### config.mk
export PLATFORM = sky130hd
export DESIGN_NAME = mac_array_seq
export DESIGN_NICKNAME = d
export VERILOG_FILES = /design/src/rtl/mac_pkg.sv /design/src/rtl/mac_acc_bank.sv /design/src/rtl/mac_array_seq.sv
export SDC_FILE = /design/constraint.sdc
export NUM_CORES = 2
export LEC_CHECK = 0
export ABC_AREA = 0
export CAP_MARGIN = 10
export CORE_AREA = 2 2 553 555
export DETAILED_ROUTE_END_ITERATION = 12
export DIE_AREA = 0 0 555 557
export PLACE_DENSITY = 0.41
export SYNTH_ARGS = -nofsm -noshare
export SYNTH_HDL_FRONTEND = slang
export SYNTH_SLANG_ARGS = --single-unit
### constraint.sdc
create_clock -name clk -period 3.2 [get_ports clk]
set_input_delay 0.48 -clock clk [delete_from_list [all_inputs] [get_ports clk]]
set_output_delay 0.48 -clock clk [all_outputs]
set_load 0.005 [all_outputs]
### src/rtl/mac_pkg.sv
// rtl/mac_pkg.sv - shared constants, state encoding and vector types for the MAC array sequencer
package mac_pkg;

   localparam int ARR_N  = 4;
   localparam int ELEM_N = ARR_N * ARR_N;
   localparam int OP_W   = 16;
   localparam int PROD_W = 32;

   typedef enum logic [1:0] {
      ST_IDLE  = 2'd0,
      ST_RUN   = 2'd1,
      ST_DRAIN = 2'd2,
      ST_DONE  = 2'd3
   } state_t;

   typedef logic [ARR_N-1:0][OP_W-1:0]    opvec_t;
   typedef logic [ELEM_N-1:0][PROD_W-1:0] prodvec_t;

endpackage

### src/rtl/mac_acc_bank.sv
// rtl/mac_acc_bank.sv - sixteen unsigned accumulators with clear and enable
module mac_acc_bank
   import mac_pkg::*;
#(
   parameter int ACC_W = 40
) (
   input  logic                        clk,
   input  logic                        rst_n,
   input  logic                        clr,
   input  logic                        en,
   input  prodvec_t                    prods,
   output logic [ELEM_N-1:0][ACC_W-1:0] sums
);

   // Clear wins over accumulate so a new job always starts from zero.
   always_ff @(posedge clk or negedge rst_n) begin
      if (!rst_n) begin
         sums <= '0;
      end else if (clr) begin
         sums <= '0;
      end else if (en) begin
         for (int n = 0; n < ELEM_N; n++) begin
            sums[n] <= sums[n] + ACC_W'(prods[n]);
         end
      end
   end

endmodule

### src/rtl/mac_array_seq.sv
// rtl/mac_array_seq.sv - job sequencer feeding the 4x4 multiplier array and summing its products
module mac_array_seq
   import mac_pkg::*;
#(
   parameter int KLEN_W = 8,
   parameter int ACC_W  = 40
) (
   input  logic                          clk,
   input  logic                          rst_n,
   input  logic                          job_valid,
   output logic                          job_ready,
   input  logic [KLEN_W-1:0]             job_klen,
   input  logic                          op_valid,
   output logic                          op_ready,
   input  logic [ARR_N-1:0][OP_W-1:0]    op_wts,
   input  logic [ARR_N-1:0][OP_W-1:0]    op_ips,
   output logic [ARR_N-1:0][OP_W-1:0]    arr_wts,
   output logic [ARR_N-1:0][OP_W-1:0]    arr_ips,
   input  logic [ELEM_N-1:0][PROD_W-1:0] arr_ops,
   output logic                          res_valid,
   input  logic                          res_ready,
   output logic [ELEM_N-1:0][ACC_W-1:0]  res_acc,
   output logic                          busy
);

   state_t             state;
   state_t             state_nxt;
   logic [KLEN_W-1:0]  rem;
   logic               arr_vld;
   logic               job_acc;
   logic               beat_acc;

   assign job_acc  = (state == ST_IDLE) && job_valid;
   assign beat_acc = (state == ST_RUN) && op_valid;

   // State register.
   always_ff @(posedge clk or negedge rst_n) begin
      if (!rst_n) begin
         state <= ST_IDLE;
      end else begin
         state <= state_nxt;
      end
   end

   // Next-state: a zero-length job skips straight to DONE; the last beat goes through one DRAIN cycle.
   always_comb begin
      state_nxt = state;
      case (state)
         ST_IDLE: begin
            if (job_acc) begin
               state_nxt = (job_klen == '0) ? ST_DONE : ST_RUN;
            end
         end
         ST_RUN: begin
            if (beat_acc && (rem == KLEN_W'(1))) begin
               state_nxt = ST_DRAIN;
            end
         end
         ST_DRAIN: begin
            state_nxt = ST_DONE;
         end
         ST_DONE: begin
            if (res_ready) begin
               state_nxt = ST_IDLE;
            end
         end
         default: begin
            state_nxt = ST_IDLE;
         end
      endcase
   end

   // Handshake outputs are pure functions of the current state.
   always_comb begin
      job_ready = 1'b0;
      op_ready  = 1'b0;
      res_valid = 1'b0;
      busy      = 1'b1;
      case (state)
         ST_IDLE: begin
            job_ready = 1'b1;
            busy      = 1'b0;
         end
         ST_RUN: begin
            op_ready = 1'b1;
         end
         ST_DONE: begin
            res_valid = 1'b1;
         end
         default: begin
            busy = 1'b1;
         end
      endcase
   end

   // Operand registers hold their last value across gaps; arr_vld marks a fresh beat for one cycle.
   always_ff @(posedge clk or negedge rst_n) begin
      if (!rst_n) begin
         rem     <= '0;
         arr_wts <= '0;
         arr_ips <= '0;
         arr_vld <= 1'b0;
      end else begin
         arr_vld <= 1'b0;
         if (job_acc) begin
            rem <= job_klen;
         end
         if (beat_acc) begin
            arr_wts <= op_wts;
            arr_ips <= op_ips;
            arr_vld <= 1'b1;
            rem     <= rem - KLEN_W'(1);
         end
      end
   end

   mac_acc_bank #(
      .ACC_W (ACC_W)
   ) u_acc_bank (
      .clk   (clk),
      .rst_n (rst_n),
      .clr   (job_acc),
      .en    (arr_vld),
      .prods (arr_ops),
      .sums  (res_acc)
   );

endmodule

# Yosys cells after proc, flatten, opt, wreduce, memory -nomap -nowiden
# Cells that the tools add are included.
dict set report op_classes {
  n_addsub 17
  mux 14
  reduce_logical 8
  eq_ne 7
}
# op n
set op_table {}
lappend op_table {{640-bit 2-to-1 mux} 2}
lappend op_table {{40-bit by 32-bit adder with 40-bit output} 16}
lappend op_table {{8-bit 2-to-1 mux} 2}
lappend op_table {{8-bit by 1-bit == test with 1-bit output (second input constant)} 1}
lappend op_table {{8-bit logical NOT} 1}
lappend op_table {{2-bit 2-to-1 mux} 4}
lappend op_table {{2-bit case mux with 4 select lines} 1}
lappend op_table {{8-bit by 1-bit subtractor with 8-bit output (second input constant)} 1}
lappend op_table {{1-bit 2-to-1 mux} 5}
lappend op_table {{2-bit == test (second input constant)} 2}
lappend op_table {{2-bit != test (second input constant)} 2}
lappend op_table {{2-bit nonzero test} 2}
lappend op_table {{1-bit logical AND} 3}
lappend op_table {{3-bit AND reduction} 1}
lappend op_table {{2-bit by 1-bit == test with 1-bit output (second input constant)} 1}
lappend op_table {{2-bit logical NOT} 1}
lappend op_table {{2-bit by 1-bit != test with 1-bit output (second input constant)} 1}
dict set report totals {
  word_cells 73
  output_inout_bits 772
  register_bits 779
  in_bits 653
}

# Logic depth before layout (Yosys ltp)
dict set report logic_depth {
  word_depth 5
  ltp_mapped 13
  mapped_depth_nobuf 13
}

# Modules after synthesis
# From an unflattened synthesis, not the netlist that was laid out.
dict set report hier_totals {
  cells_unflattened 6468
  hier_area_um2 55847.3
}
# module instances cells_each area_each_um2 seq_area_each_um2
set by_module_without_submodules {}
lappend by_module_without_submodules {mac_acc_bank 1 5847 50362.1 16015.4}
lappend by_module_without_submodules {mac_array_seq 1 621 5485.3 3478.3}

# Worst setup path after synthesis
# Ideal clock, no wire load.
dict set report synth_path {
  path_type {input -> register}
  from {in arr_ops[64] (netlist name)}
  to {reg u_acc_bank.sums[118] (netlist name)}
  setup_ns 0.132
  n_path_buf 0
  stages 12
  arrival_ns 3.012
  setup_slack_ns 0.056
  t_required_ns 3.068
  cell_sequence {ha_1 > fa_1 > a211oi_1 > nor2_1 > o311ai_0 > nand2_1 > a311oi_1 > a21boi_1 > a41oi_2 > a211oi_1 > xnor2_1 > nor2_1}
}
dict set report synth_via {
  elab_chain_cells 3
}
# item line_no
set synth_lines {}
lappend synth_lines {{start: declaration} mac_array_seq.sv:19} ;# input logic [ELEM_N-1:0][PROD_W-1:0] arr_ops,
lappend synth_lines {{40-bit by 32-bit adder with 40-bit output} mac_acc_bank.sv:23} ;# sums[n] <= sums[n] + ACC_W'(prods[n]);
lappend synth_lines {{640-bit 2-to-1 mux} mac_acc_bank.sv:21} ;# end else if (en) begin
lappend synth_lines {{640-bit 2-to-1 mux} mac_acc_bank.sv:19} ;# end else if (clr) begin
lappend synth_lines {{end signal: indexed assignment} mac_acc_bank.sv:23}
lappend synth_lines {{end: declaration} mac_acc_bank.sv:12} ;# output logic [ELEM_N-1:0][ACC_W-1:0] sums
# Every way passes these cells. The select of a mux whose other input is x is not followed.
# A chain may end at the register's enable or synchronous reset.

# Final worst setup path
dict set report layout_path {
  from {reg u_acc_bank.sums[120] (netlist name)}
  to {reg u_acc_bank.sums[156] (netlist name)}
}
dict set report layout_via {
  elab_chain_cells 3
}
# item line_no
set layout_lines {}
lappend layout_lines {{40-bit by 32-bit adder with 40-bit output} mac_acc_bank.sv:23}
lappend layout_lines {{640-bit 2-to-1 mux} mac_acc_bank.sv:21}
lappend layout_lines {{640-bit 2-to-1 mux} mac_acc_bank.sv:19}
# Every way passes these cells. The select of a mux whose other input is x is not followed.

==> flow_summary.toml <==
[setup_path]
cp-start-kind = "flop"
crit_path_max_fanout = 5
cp_num_buf_inv = 3
cp_top_family = "compound AO/OA/AOI/OAI gates"
cp_slowest_stage_delay_ns = 0.41
cpMostUsedCell = "buf_4"
critPathSlowestCell = "dfrtp_1"
worstPathRequired_ns = 3.91
cp-end-kind = "flop"
cp_cell_sequence = "ha_4 > fa_2 > a211oi_2 > nor2_2 > o311ai_2 > buf_4 > nand2_4 > a311oi_2 > buf_4 > a21boi_4 > a41oi_2 > buf_6 > a21oi_2 > xnor2_1 > nor2_1"
critPathKind = "reg2reg"
cp.arrival_ns = 3.86

[finish]
area_delta_synth_final_pct = 58.7
regArea_mm2 = 0.0195
fillerInstances = 32256
final_core_util = 0.294
drive_gt1_frac = 0.182
final_cell_area_mm2 = 0.0895
multiInputGateArea_mm2 = 0.0367
fin_nets = 10194

[clocking]
numClockSinks = 779
tritoncts = "built"
cts_buffers = 117
htree_levels = 3
clk-insertion-delay-late_ns = 0.88
clk_path_buf_depth = 4
clkTransAtPathRegs_ns = 0.07
root_buffer = "clkbuf_16"

[pwr]
p_switching_mw = 35.2
pwr-share-seq = 0.204
pwr-share-clk = 0.169
p_leak_nw = 41.2
pwr-share-comb = 0.627
p_int_mw = 46.5
power_density_mw_per_mm2 = 912
power_switching_share = 0.431
vdd_ir_drop_max_uv = 462

[place]
gp_congestion = 0.921
place_area_mm2 = 0.0840
io_buffers = 1424
hpwlAfterDp_um = 268000

[global_routing]
grt_overflow = 0
grt_pass1_vias = 59700
track_usage = 0.202
grt_pass1_wl_um = 452000
grt_max_degree = 139
antenna_found_initial = 91

[drt]
drt-wirelength-per-cell_um = 24.7
postRouteAntennaNets = 0
drt_first_pass_iters = 6
wl_um = 324000
vias = 59484
dr.first_iter.drc_count = 3426
via_per_inst = 4.53
drc_errors = 0

[floorplanning]
core_area_mm2 = 0.304
row_count = 203
dieHeight_um = 557
die_w_um = 555
die_area_mm2 = 0.309
boundaryPins = 1425
start_util = 0.186

[sta]
drv_slew = 0
finalCritPeriodShare = 0.983
setup_tns_ns = 0
slew_headroom = 0.473
finClkSkew_ns = 0.0533
rsz0062_at_grt = "yes"
hold_violations = 0
period_needed_ns = 3.15
setup_viol = 0
max_slew.worst_pin.slew_ns = 0.790
max_freq_mhz = 318
hold_ws_ns = 0.145

[run_status]
status = "finished, final reports clean"

[yosys]
synth_top_area_share = 0.346
ys_ff_latch = 779
synth_area_leader_cell = "dfrtp_1"
syn_nets = 7688
syn_avg_cell_area_um2 = 8.68
netlist-cell-type-count = 104
synthTopCellsByArea = "dfrtp_1 (35%), ha_1 (11%), nand2_1 (5.9%), mux2i_1 (5.1%), a21oi_1 (4.9%)"
synth_area_mm2 = 0.0564
ys_seq_area_frac = 0.346
ys.flop_type = "dfrtp_1"
ys_warn_count = 0
synth_edf_count = 0
netlist_instances = 6501
synth_async_sr_flop_share = 1.00

[job]
maxCapViolCount = 0

[hold_path]
hp-class = "in2reg"
-- metal layers --
layer	up-vias	global-route usage	wire, µm
met5	-	0	350
met4	52	0.0826	14800
met3	417	0.0581	22900
met2	1697	0.338	152000
met1	28853	0.241	134000
li1	28465	-	-
-- kinds of logic (layout without fill, tap and decap cells) --
family | after synthesis | count (layout) | synth area share
other cells | 0 | 36 | 0
simple gates | 2187 | 2187 | 0.171
buf+inv | 363 | 2962 | 0.0254
flops | 779 | 779 | 0.346
fa+ha+maj | 534 | 534 | 0.121
compound gates | 1858 | 1858 | 0.210
xor+xnor | 493 | 493 | 0.0766
mux | 287 | 287 | 0.0509
-- per-stage QoR --
step | setup WS [ns] | total power [mW] | instances
3_5_place_dp | -1.22 | 66.9 | 12854
6_report | 0.0542 | 81.7 | 13133
5_1_grt | -0.111 | 87.8 | 13117
4_1_cts | 0.00317 | 81.7 | 13069
2_1_floorplan | 0.0563 | 40.0 | 6501
3_3_place_gp | -1.32 | 66.8 | 12854
-- final timing paths --
path / from / end / slack, ns / cells after the start
setup / recovery: u_acc_bank.sums[120] / u_acc_bank.sums[156] / 0.05 / 15
hold / removal: op_wts[7] / arr_wts[7] / 0.15 / 3
setup reg to reg: u_acc_bank.sums[120] / u_acc_bank.sums[156] / 0.05 / 15
hold reg to reg: arr_wts[7] / arr_wts[7] / 0.47 / 2
max in group asynchronous: rst_n / u_acc_bank.sums[370] / 1.84 / 3
min in group asynchronous: rst_n / u_acc_bank.sums[500] / 0.21 / 2
-- power by group through the flow --
stage / Clock, mW / Combinational (mW) / Sequential (mW)
3_3_place_gp: 0 / 50.1 / 16.7
5_1_grt: 14.6 / 56.0 / 17.1
2_1_floorplan: 0 / 23.9 / 16.1
3_5_place_dp: 0 / 50.2 / 16.8
6_report: 13.8 / 51.2 / 16.7
4_1_cts: 14.3 / 50.8 / 16.7
-- cell type report --
cell class | count | area share
Antenna cell | 36 | 0.00101
Clock buffer | 159 | 0.0376
Clock inverter | 53 | 0.00653
Inverter | 125 | 0.00532
Multi-Input combinational cell | 5359 | 0.410
Sequential cell | 779 | 0.218
Tap cell | 3997 | 0.0559
Timing Repair Buffer | 2625 | 0.266
-- cell usage after synthesis, drive strengths merged, types with 9 or more instances --
library cell / n
o22ai: 13
ha: 518
buf: 45
nand2: 892
nand4: 69
a221o: 9
o41ai: 9
a221oi: 11
nor2: 664
mux2i: 287
nor4: 16
and2: 34
dfrtp: 779
and3: 84
nor3b: 16
a21o: 296
a41o: 14
a211o: 14
or3: 54
nor2b: 53
a31o: 14
or2: 14
o31a: 10
o21a: 46
a21oi: 560
a311oi: 12
xor2: 197
xnor2: 296
nand3: 131
o21bai: 62
nand3b: 9
o31ai: 35
nor3: 74
clkbuf: 192
and4: 16
o21ai: 441
fa: 16
inv: 123
o211ai: 49
nand2b: 44
a21boi: 19
a211oi: 88
a31oi: 74
-- tightest hold or removal path, stage by stage --
cell and delay, ns:
clkdlybuf4s50_1 0.39, nand2_1 0.06, nand2_1 0.04
-- registers in the layout, indices dropped and copies added (netlist names) --
| signal | count |
|---|---|
| arr_vld | 1 |
| arr_wts | 64 |
| arr_ips | 64 |
| rem | 8 |
| state | 2 |
| u_acc_bank.sums | 640 |
-- what timing repair did --
action	4_1_cts	5_1_grt
endpoints found under the hold margin	17	0
hold buffers	1	0
resized for setup	77	188
pin swaps	22	98
buffers inserted	2	28
setup endpoints to repair	110	165
-- cell usage in the layout, fill, tap and decap left out, types with 128 or more instances in the layout --
| master | synthesis | final |
|---|---|---|
| a21o_1 | 296 | 296 |
| a21oi_1 | 557 | 525 |
| buf_4 | 2 | 1157 |
| clkdlybuf4s50_1 | 0 | 1423 |
| dfrtp_1 | 779 | 776 |
| ha_1 | 518 | 500 |
| mux2i_1 | 287 | 287 |
| nand2_1 | 892 | 885 |
| nand3_1 | 130 | 128 |
| nor2_1 | 664 | 656 |
| o21ai_0 | 424 | 396 |
| xnor2_1 | 296 | 296 |
| xor2_1 | 197 | 197 |
Power figures use the tool's default switching activity.
